<file path="config.mk">
export PLATFORM = sky130hd
export DESIGN_NAME = memory_access_stage
export DESIGN_NICKNAME = d
export VERILOG_FILES = /design/src/rtl/memory_access_stage_pkg.sv /design/src/rtl/memory_access_stage_wb_reg.sv /design/src/rtl/memory_access_stage.sv
export SDC_FILE = /design/constraint.sdc
export NUM_CORES = 1
export LEC_CHECK = 0
export BUFFER_PORTS_ARGS = -buffer_cell sky130_fd_sc_hd__buf_2
export CAP_MARGIN = 20
export CORE_MARGIN = 8
export CORE_UTILIZATION = 48
export CTS_CLUSTER_DIAMETER = 100
export CTS_CLUSTER_SIZE = 40
export DETAILED_ROUTE_END_ITERATION = 16
export PLACE_DENSITY = 0.8
export SKIP_LAST_GASP = 1
export SLEW_MARGIN = 20
export SYNTH_ARGS = -nofsm -noshare
export SYNTH_HDL_FRONTEND = slang
export SYNTH_SLANG_ARGS = --single-unit
</file>
<file path="constraint.sdc">
create_clock -name clk_i -period 1.5 [get_ports clk_i]
set_input_delay 0.15 -clock clk_i [delete_from_list [all_inputs] [get_ports clk_i]]
set_output_delay 0.15 -clock clk_i [all_outputs]
set_load 0.05 [all_outputs]
</file>
<file path="src/rtl/memory_access_stage_pkg.sv">
// memory_access_stage_pkg: shared widths, control enums and FSM/holding types for the memory stage
package memory_access_stage_pkg;
    localparam int WORD       = 32;
    localparam int ADDR_WIDTH = 4;
    typedef enum logic [1:0] {FROM_ALU, FROM_MEMORY, FROM_PC} reg_file_data_source;
    typedef enum logic {WRITE_DISABLE, WRITE_ENABLE} reg_file_write_sig;
    typedef enum logic {NO_BRANCH, TAKE_BRANCH} branch_from_wb;
    typedef enum logic {IDLE, WAIT_ACK} mem_stage_state;
    typedef struct packed {
        logic                    valid;
        logic                    we;
        logic [WORD-1:0]         addr;
        logic [WORD-1:0]         wdata;
        reg_file_data_source     ctrl;
        reg_file_write_sig       wen;
        branch_from_wb           br;
        logic [ADDR_WIDTH-1:0]   dest;
    } mem_hold_t;
endpackage

</file>
<file path="src/rtl/memory_access_stage_wb_reg.sv">
// mem_wb_pipe_reg: write-back boundary registers; bubble_i forces an invalid slot
// Ports: clk_i/rst_i clock and sync reset; *_i next values; bubble_i kills valid; *_o registered outputs
module mem_wb_pipe_reg
    import memory_access_stage_pkg::*;
(
    input  logic                  clk_i,
    input  logic                  rst_i,
    input  logic                  bubble_i,
    input  logic                  valid_i,
    input  reg_file_data_source   ctrl_i,
    input  reg_file_write_sig     wen_i,
    input  branch_from_wb         br_i,
    input  logic [ADDR_WIDTH-1:0] dest_i,
    input  logic [WORD-1:0]       alu_i,
    input  logic [WORD-1:0]       mem_i,
    output logic                  valid_o,
    output reg_file_data_source   ctrl_o,
    output reg_file_write_sig     wen_o,
    output branch_from_wb         br_o,
    output logic [ADDR_WIDTH-1:0] dest_o,
    output logic [WORD-1:0]       alu_o,
    output logic [WORD-1:0]       mem_o
);
    always_ff @(posedge clk_i) begin
        if (rst_i) begin
            valid_o <= 1'b0;
            ctrl_o  <= reg_file_data_source'(0);
            wen_o   <= reg_file_write_sig'(0);
            br_o    <= branch_from_wb'(0);
            dest_o  <= '0;
            alu_o   <= '0;
            mem_o   <= '0;
        end else begin
            valid_o <= valid_i & !bubble_i;
            ctrl_o  <= ctrl_i;
            wen_o   <= wen_i;
            br_o    <= br_i;
            dest_o  <= dest_i;
            alu_o   <= alu_i;
            mem_o   <= mem_i;
        end
    end
endmodule

</file>
<file path="src/rtl/memory_access_stage.sv">
// memory_access_stage: performs loads/stores over a req/ack data port and registers results for write-back
// Ports: clk_i/rst_i clock and sync reset; execute-stage inputs (*_i); dmem_* memory handshake;
//        stall_o holds upstream; is_valid_o..mem_data_o registered write-back outputs
module memory_access_stage
    import memory_access_stage_pkg::*;
(
    input  logic                  clk_i,
    input  logic                  rst_i,
    input  logic                  is_valid_i,
    input  logic                  flush_i,
    input  logic                  mem_read_i,
    input  logic                  mem_write_i,
    input  logic [WORD-1:0]       alu_result_i,
    input  logic [WORD-1:0]       store_data_i,
    input  reg_file_data_source   reg_data_ctrl_sig_i,
    input  reg_file_write_sig     reg_file_write_en_i,
    input  branch_from_wb         branch_from_wb_i,
    input  logic [ADDR_WIDTH-1:0] reg_dest_addr_i,
    input  logic                  dmem_ack_i,
    input  logic [WORD-1:0]       dmem_rdata_i,
    output logic                  dmem_req_o,
    output logic                  dmem_we_o,
    output logic [WORD-1:0]       dmem_addr_o,
    output logic [WORD-1:0]       dmem_wdata_o,
    output logic                  stall_o,
    output logic                  is_valid_o,
    output reg_file_data_source   reg_data_ctrl_sig_o,
    output reg_file_write_sig     reg_file_write_en_o,
    output branch_from_wb         branch_from_wb_o,
    output logic [ADDR_WIDTH-1:0] reg_dest_addr_o,
    output logic [WORD-1:0]       alu_result_o,
    output logic [WORD-1:0]       mem_data_o
);
    mem_stage_state        state_q, state_d;
    mem_hold_t             hold_q, hold_d;
    logic                  mem_op, wb_valid, wb_bubble;
    reg_file_data_source   wb_ctrl;
    reg_file_write_sig     wb_wen;
    branch_from_wb         wb_br;
    logic [ADDR_WIDTH-1:0] wb_dest;
    logic [WORD-1:0]       wb_alu, wb_mem;

    assign mem_op       = is_valid_i & (mem_read_i | mem_write_i) & !flush_i;
    assign dmem_req_o   = state_q == WAIT_ACK;
    assign dmem_we_o    = dmem_req_o & hold_q.we;
    assign dmem_addr_o  = hold_q.addr;
    assign dmem_wdata_o = hold_q.wdata;

    always_ff @(posedge clk_i) begin
        if (rst_i) begin
            state_q <= IDLE;
            hold_q  <= '0;
        end else begin
            state_q <= state_d;
            hold_q  <= hold_d;
        end
    end

    always_comb begin
        state_d   = state_q;
        hold_d    = hold_q;
        stall_o   = 1'b0;
        wb_bubble = 1'b0;
        wb_valid  = is_valid_i & !flush_i;
        wb_ctrl   = reg_data_ctrl_sig_i;
        wb_wen    = reg_file_write_en_i;
        wb_br     = branch_from_wb_i;
        wb_dest   = reg_dest_addr_i;
        wb_alu    = alu_result_i;
        wb_mem    = '0;
        if (state_q == IDLE) begin
            if (mem_op) begin
                // a write flag wins when both read and write are set
                hold_d    = '{valid: 1'b1, we: mem_write_i, addr: alu_result_i, wdata: store_data_i,
                              ctrl: reg_data_ctrl_sig_i, wen: reg_file_write_en_i,
                              br: branch_from_wb_i, dest: reg_dest_addr_i};
                state_d   = WAIT_ACK;
                stall_o   = 1'b1;
                wb_bubble = 1'b1;
            end
        end else begin
            // a flush cannot cancel the bus request, so it only poisons the held valid
            hold_d.valid = hold_q.valid & !flush_i;
            wb_valid     = hold_d.valid;
            wb_ctrl      = hold_q.ctrl;
            wb_wen       = hold_q.wen;
            wb_br        = hold_q.br;
            wb_dest      = hold_q.dest;
            wb_alu       = hold_q.addr;
            wb_mem       = hold_q.we ? '0 : dmem_rdata_i;
            wb_bubble    = !dmem_ack_i;
            stall_o      = !dmem_ack_i;
            if (dmem_ack_i) state_d = IDLE;
        end
    end

    mem_wb_pipe_reg u_wb_reg (
        .clk_i    (clk_i),
        .rst_i    (rst_i),
        .bubble_i (wb_bubble),
        .valid_i  (wb_valid),
        .ctrl_i   (wb_ctrl),
        .wen_i    (wb_wen),
        .br_i     (wb_br),
        .dest_i   (wb_dest),
        .alu_i    (wb_alu),
        .mem_i    (wb_mem),
        .valid_o  (is_valid_o),
        .ctrl_o   (reg_data_ctrl_sig_o),
        .wen_o    (reg_file_write_en_o),
        .br_o     (branch_from_wb_o),
        .dest_o   (reg_dest_addr_o),
        .alu_o    (alu_result_o),
        .mem_o    (mem_data_o)
    );
endmodule

</file>
# Yosys cells after proc, flatten, opt, wreduce, memory -nomap -nowiden
# Index checks and enable logic that the tools add are counted.
word_totals:
  word_cells: 42
  reg_bits: 148
op_classes:
  n_bitwise: 8
  n_reduce_logical: 6
  n_mux: 12
op_table:
  columns: ["cell", "n"]
  rows:
  - ["74-bit 2-to-1 mux", 1]
  - ["32-bit 2-to-1 mux", 1]
  - ["1-bit 2-to-1 mux", 8]
  - ["1-bit bitwise AND", 6]
  - ["4-bit 2-to-1 mux", 1]
  - ["1-bit logical NOT", 3]
  - ["3-bit OR reduction", 1]
  - ["2-bit 2-to-1 mux", 1]
  - ["2-bit AND reduction", 1]
  - ["2-bit nonzero test", 1]
  - ["1-bit NOT", 1]
  - ["1-bit OR", 1]

# Longest topological paths before layout
# Gate-level depths: netlist of run 1.
depth:
  ltp_word: 7
  ltp_mapped: 6
  depth_no_buf: 3

# Modules after synthesis
# From an unflattened synthesis of run 1, not the netlist that was laid out.
hier_totals:
  hier_cells: 630
  hier_area_um2: 6333.6
by_module_without_submodules:
  columns: ["module", "seq_area_each_um2", "instances", "area_per_inst_um2", "cells_each"]
  rows:
  - ["memory_access_stage", 1501.4, 1, 4362.9, 476]
  - ["mem_wb_pipe_reg", 1461.4, 1, 1970.6, 154]

# Worst setup path before layout of run 1
# No wires, ideal clock.
synth_path:
  path_kind: "register to output"
  from: "reg state_q, in the netlist dmem_req_o"
  to: "out stall_o"
  setup_slack_ns: -0.193
  arrival_time_ns: 1.543
  path_buffers: 1
  stages_incl_launch_ff: 5
  cell_sequence: "dfxtp_1 buf_6 nand2b_4 or3_1 nand2_1"
synth_via:
  elab_chain_cells: 1
synth_lines:
  columns: ["item", "line_no", "rtl"]
  rows:
  - ["from (decl)", "memory_access_stage.sv:34", "mem_stage_state state_q, state_d;"]
  - ["from (signal assigned)", "memory_access_stage.sv:54", "state_q <= state_d;"]
  - ["1-bit 2-to-1 mux", "memory_access_stage.sv:71", "if (state_q == IDLE) begin"]
  - ["to (decl)", "memory_access_stage.sv:25", "output logic stall_o,"]
# Every way passes these cells.

# Worst setup path in the final report of run 1
# Ends and elaborated chain as after synthesis.

==> out/results.ini, run 1 <==
[power_and_ir_drop]
pwr-share-seq_pct=39.5
p_int_mw=7.89
comb_power_share_pct=16.1
switching_power_mw=2.74
pwr_density_cell_nw_per_um2=1230
leakage_nw=4.03
fin_total_pwr_mw=10.6
p_sw_share_pct=25.8
p_clk_share_pct=44.4
irDropWorstVdd_v=0.00102

[timing]
rsz0062_at_grt=true
setup_violations=1
hold_viol_final=0
setup_ws_ns=-0.0920
worst_clock_skew_ns=0.00947
tightest_slew_ns=0.295
fin_crit_ns=1.59
slew_viol_final=0
fmax_ghz=0.628
relSlewSlack_pct=80.3
finalCritPeriodShare_pct=106

[worst_hold_path]
min_path_cells=3
hold_end=u_wb_reg.alu_o[11]
min_from=alu_result_i[11]
hp-class=in2reg

[place]
place_inst=921
hpwl_um=10200
pre_cts_slack_ns=0.0796
io_buffer_count=250
gp_congestion=0.756

[worst_setup_path]
cp_slowest_cell=or3_4
criticalPathCategory=reg2out
rr_worst_depth=6
crit_path_start_kind=flip-flop
worstReg2RegEnd=dmem_wdata_o[5]
end_kind=output port
worst-path-buf-inv=1
cp.arrival_ns=1.44
crit_required_ns=1.35
critPathMaxFanout=2
path_cells=nand2b_4 -> or3_4 -> nand2_4 -> buf_8
reg2reg_slack_ns=0.04
slowest_delay_ns=0.34
r2r_start=dmem_req_o
crit_family=simple AND/OR/NAND/NOR gates

[clocking]
root_buffer=clkbuf_16
clkTransAtPathRegs_ns=0.06
cts_buffer_depth=2
htreeDepth=4
cts_buffers=17
clock-sinks=148
clock_latency_ns=0.42
cts_tree=done

[drt]
first_pass_iters=4
wirelength_um=17400
ant_nets=0
dr_total_vias=4927
routed_via_density=4.65
drt_iter0_drc=268
drc=0
post_drt_wl_per_cell_um=16.4

[die]
coreArea_um2=12100
die_area_um2=16300
row_count=40
die_y_um=128
io_pins=251
dieWidth_um=128
start_util_pct=49.5

[layout]
area_delta_synth_final_pct=44.6
final_cells=1059
final.fill_count=840
drive_gt1_share_pct=34.1
fin_nets=987
final_util_pct=71.6

[synthesis]
synth_top_area_share_pct=49.6
syn_inst=593
synth_most_common_cell=dfxtp_1
ys_seq_elements=148
async_flop_share_pct=0
seq_area_frac_synth_pct=49.6
yosys-top-cells-count=dfxtp_1 (148), mux2i_1 (112), nand2_1 (99)
yosysTopAreaCell=dfxtp_1
yosysWarnings=0
synth-edff-count=0
avgSynthCellArea_um2=10.1
synthesis.area_um2=5970
ys_top_cells_by_area=dfxtp_1 (50%), mux2i_1 (19%), buf_4 (8.0%), nand2_1 (6.2%), nand2b_1 (5.1%)
synthFlopType=dfxtp_1
ys_types=21
synth.net_count=704

[run]
maxCapViolations=0

[grt]
grt_pass1_vias=5269
grt.overflow.total=0
antenna_found_initial=2
grt_usage_pct=21.1
grt_max_degree=53
grt_pass1_wl_um=27000

[outcome]
violations=setup timing
outcome=finished with violations

==> worst max-delay path by stage <==
stage | end | depth (start not counted) | startpoint
after global placement | stall_o | 4 | dmem_req_o
final | stall_o | 4 | dmem_req_o
after floorplan | hold_q[72] | 4 | dmem_req_o
after CTS | stall_o | 4 | dmem_req_o
after global routing | stall_o | 4 | dmem_req_o
after detailed placement | u_wb_reg.mem_o[11] | 4 | dmem_req_o
==> power by group through the flow <==
stage | Clock, mW | Sequential (mW) | Combinational, mW
floorplan | 0 | 4.56 | 0.860
detailed placement | 0 | 4.28 | 1.44
finish | 4.72 | 4.19 | 1.72
CTS | 4.78 | 4.19 | 1.70
global route | 4.98 | 4.21 | 1.80
global placement | 0 | 4.27 | 1.42
==> layout by cell type (no fill, tap or decap), types with 2 or more instances in the layout <==
cell type	n
buf_4	6
dfxtp_1	147
clkbuf_8	4
bufbuf_16	2
dlygate4sd3_1	99
nand2_1	98
mux2i_1	112
buf_2	248
bufinv_16	5
buf_8	2
clkbuf_1	2
clkbuf_16	17
nor2_1	41
and2_1	32
nand2b_1	49
diode_2	3
buf_12	6
a21oi_1	2
==> worst reg2reg max path, delay by kind of cell (launching register included) <==
family        cells  cell delay, ns
buf+inv           3            0.52
flops             1            0.33
mux               1            0.25
simple gates      2            0.29
==> kinds of logic (layout without fill, tap and decap cells) <==
| group | count (synthesis) | in the layout | share of synthesized area [%] |
|---|---|---|---|
| AOI/OAI and AO/OA | 4 | 4 | 0.566 |
| muxes | 112 | 112 | 18.8 |
| other | 0 | 3 | 0 |
| and+or+nand+nor | 228 | 228 | 18.3 |
| buffers and inverters | 101 | 396 | 12.7 |
| DFF | 148 | 148 | 49.6 |
==> routing by layer <==
| layer | track usage [%] | up-vias | wire length (µm) |
|---|---|---|---|
| li1 | - | 2408 | - |
| met1 | 21.0 | 2282 | 6500 |
| met2 | 37.3 | 205 | 8890 |
| met3 | 9.44 | 32 | 1590 |
| met4 | 9.24 | 0 | 403 |
| met5 | 0 | - | 0 |
==> layout make-up <==
type                            count  area (µm²)  area share [%]
Sequential cell                   148        2960            34.3
Timing Repair Buffer              364        2520            29.2
Multi-Input combinational cell    344        2270            26.3
Clock buffer                       23         488            5.65
Tap cell                          168         210            2.43
Clock inverter                      8         171            1.98
Antenna cell                        3        7.51          0.0869
Inverter                            1        3.75          0.0435
==> registers in the layout, indices dropped and copies added (netlist names) <==
register,flops
u_wb_reg.alu_o,32
u_wb_reg.wen_o,1
dmem_addr_o,32
u_wb_reg.valid_o,1
u_wb_reg.ctrl_o,2
dmem_req_o,1
u_wb_reg.br_o,1
hold_q,10
u_wb_reg.dest_o,4
dmem_wdata_o,32
u_wb_reg.mem_o,32
==> metrics by stage <==
step           hold slack (ns)  TNS (ns)  instance area [µm²]
2_1_floorplan            0.226         0                 5980
3_3_place_gp             0.349         0                 6840
3_5_place_dp             0.351         0                 6840
4_1_cts               0.000112    -0.300                 8630
5_1_grt                0.00793    -0.217                 8630
6_report                0.0121   -0.0920                 8640
==> repair_timing <==
item / in CTS / in global routing
pin swaps: 1 / 1
buffers inserted: 3 / 1
endpoints found under the hold margin: 123 / 0
gates resized for setup: 9 / 1
hold buffers: 99 / 0
gates cloned: 2 / 0
setup endpoints to repair: 3 / 59
Note: power is estimated with default switching activity, not from simulation.
==> inputs of run 2 (changes only) <==
--- a/config.mk
+++ b/config.mk
@@ -8,11 +8,11 @@
 export BUFFER_PORTS_ARGS = -buffer_cell sky130_fd_sc_hd__buf_2
 export CAP_MARGIN = 20
 export CORE_MARGIN = 8
-export CORE_UTILIZATION = 48
+export CORE_UTILIZATION = 50
 export CTS_CLUSTER_DIAMETER = 100
 export CTS_CLUSTER_SIZE = 40
 export DETAILED_ROUTE_END_ITERATION = 16
-export PLACE_DENSITY = 0.8
+export PLACE_DENSITY = 0.83
 export SKIP_LAST_GASP = 1
 export SLEW_MARGIN = 20
 export SYNTH_ARGS = -nofsm -noshare
==> constraint.sdc (replaced) <==
create_clock -name clk_i -period 1.95 [get_ports clk_i]
set_input_delay 0.195 -clock clk_i [delete_from_list [all_inputs] [get_ports clk_i]]
set_output_delay 0.195 -clock clk_i [all_outputs]
set_load 0.05 [all_outputs]
==> out/results.ini, run 2 (synthesis results as in run 1) <==
[layout]
fin_nets=913
drive_gt1_share_pct=36.1
stdcell_area_um2=7660
mostFrequentLayoutCell=buf_2
antennaDiodeCount=0
layout_common_cells=buf_2 (250), dfxtp_1 (147), mux2i_1 (112), nand2_1 (99), nand2b_1 (49)
area_delta_synth_final_pct=28.2

[grt]
grt_usage_pct=18.6
grt_pass1_wl_um=23400
grt_max_degree=85
grt_pass1_vias=4626
antenna_found_initial=0
grt.overflow.total=0

[power_and_ir_drop]
leakage_nw=3.63
switching_power_mw=2.07
pwr-share-seq_pct=42.9
comb_power_share_pct=15.2
p_clk_share_pct=41.9
p_int_mw=5.45
p_sw_share_pct=27.6
fin_total_pwr_mw=7.52
pwr_density_cell_nw_per_um2=982
irDropWorstVdd_v=0.000577

[timing]
relSlewSlack_pct=65.1
hold_ws_ns=0.0203
tns_ns=0
rsz0062_at_grt=false
fmax_ghz=0.553
tightest_slew_ns=0.524
worst_clock_skew_ns=0.00884
setup_ws_ns=0.140
fin_crit_ns=1.81
setup_violations=0
finalCritPeriodShare_pct=92.8
hold_viol_final=0
slew_viol_final=0

[drt]
ant_nets=0
dr_total_vias=4515
wirelength_um=14700
post_drt_wl_per_cell_um=15.3
routed_via_density=4.69
drt_iter0_drc=225
first_pass_iters=4
drc=0

[worst_setup_path]
rr_worst_depth=4
criticalPathCategory=reg2out
end_kind=output port
crit_required_ns=1.75
critPathMaxFanout=4
crit_path_start_kind=flip-flop
cp.arrival_ns=1.61

[die]
io_pins=251
dieWidth_um=125
start_util_pct=50.4
die_area_um2=15700
row_count=40
coreArea_um2=11900
die_y_um=125

[clocking]
clock-sinks=148
clock_latency_ns=0.42
cts_buffers=17
post_cts_buffers=0
root_buffer=clkbuf_16
clkTransAtPathRegs_ns=0.06
cts_tree=done
htreeDepth=4
cts_buffer_depth=2

[run]
maxCapViolations=0

[place]
hpwl_um=9780
gp_congestion=0.742
placed_cell_area_um2=6750
io_buffer_count=250
pre_cts_slack_ns=0.505

[worst_hold_path]
min_path_cells=3
hp-class=in2reg

[outcome]
outcome=finished, final reports clean

-- run 2: path summary, 6_finish.rpt --
kind	from	end	slack, ns
worst min-delay path	store_data_i[2]	dmem_wdata_o[2]	0.02
worst max-delay path	dmem_req_o	stall_o	0.14
worst max register to register	dmem_req_o	dmem_wdata_o[28]	0.52
worst min register to register	dmem_wdata_o[29]	dmem_wdata_o[29]	0.45
-- run 2: area by class of cell --
cell class                 count  area, µm²
inverter                       1       3.75
sequential                   148       2960
fill                         934       4210
timing repair buffer         290       1670
multi-input combinational    344       2260
clock buffer                  19        443
tap                          147        184
clock inverter                13        134
-- run 2: power groups by stage --
stage               registers, mW  logic [mW]  clock network [mW]
detailed placement           3.29        1.09                   0
floorplan                    3.51       0.660                   0
global route                 3.24        1.21                3.36
CTS                          3.22        1.14                3.21
global placement             3.29        1.08                   0
finish                       3.22        1.14                3.15
-- run 2: what timing repair did --
item,in CTS,in global routing
endpoints found under the hold margin,33,0
resized for setup,0,0
hold buffers,33,0
-- run 2: worst max-delay path, stage by stage (launching register included) --
cell	delay, ns
dfxtp_2	0.33
nand2b_4	0.16
or3_1	0.37
nand2_1	0.08
buf_2	0.26
-- run 2: stage by stage --
step	std cells	utilization [%]
final	962	64.5
after global routing	962	64.5
after CTS	962	64.5
after detailed placement	897	56.9
after global placement	897	56.9
after floorplan	593	-
-- run 2: per-layer routing --
| metal | up-vias | global-route usage, % | wire [µm] |
|---|---|---|---|
| li1 | 2258 | - | - |
| met1 | 2049 | 19.6 | 5910 |
| met2 | 187 | 30.4 | 6990 |
| met3 | 21 | 9.77 | 1550 |
| met4 | 0 | 8.09 | 268 |
| met5 | - | 0 | 0 |
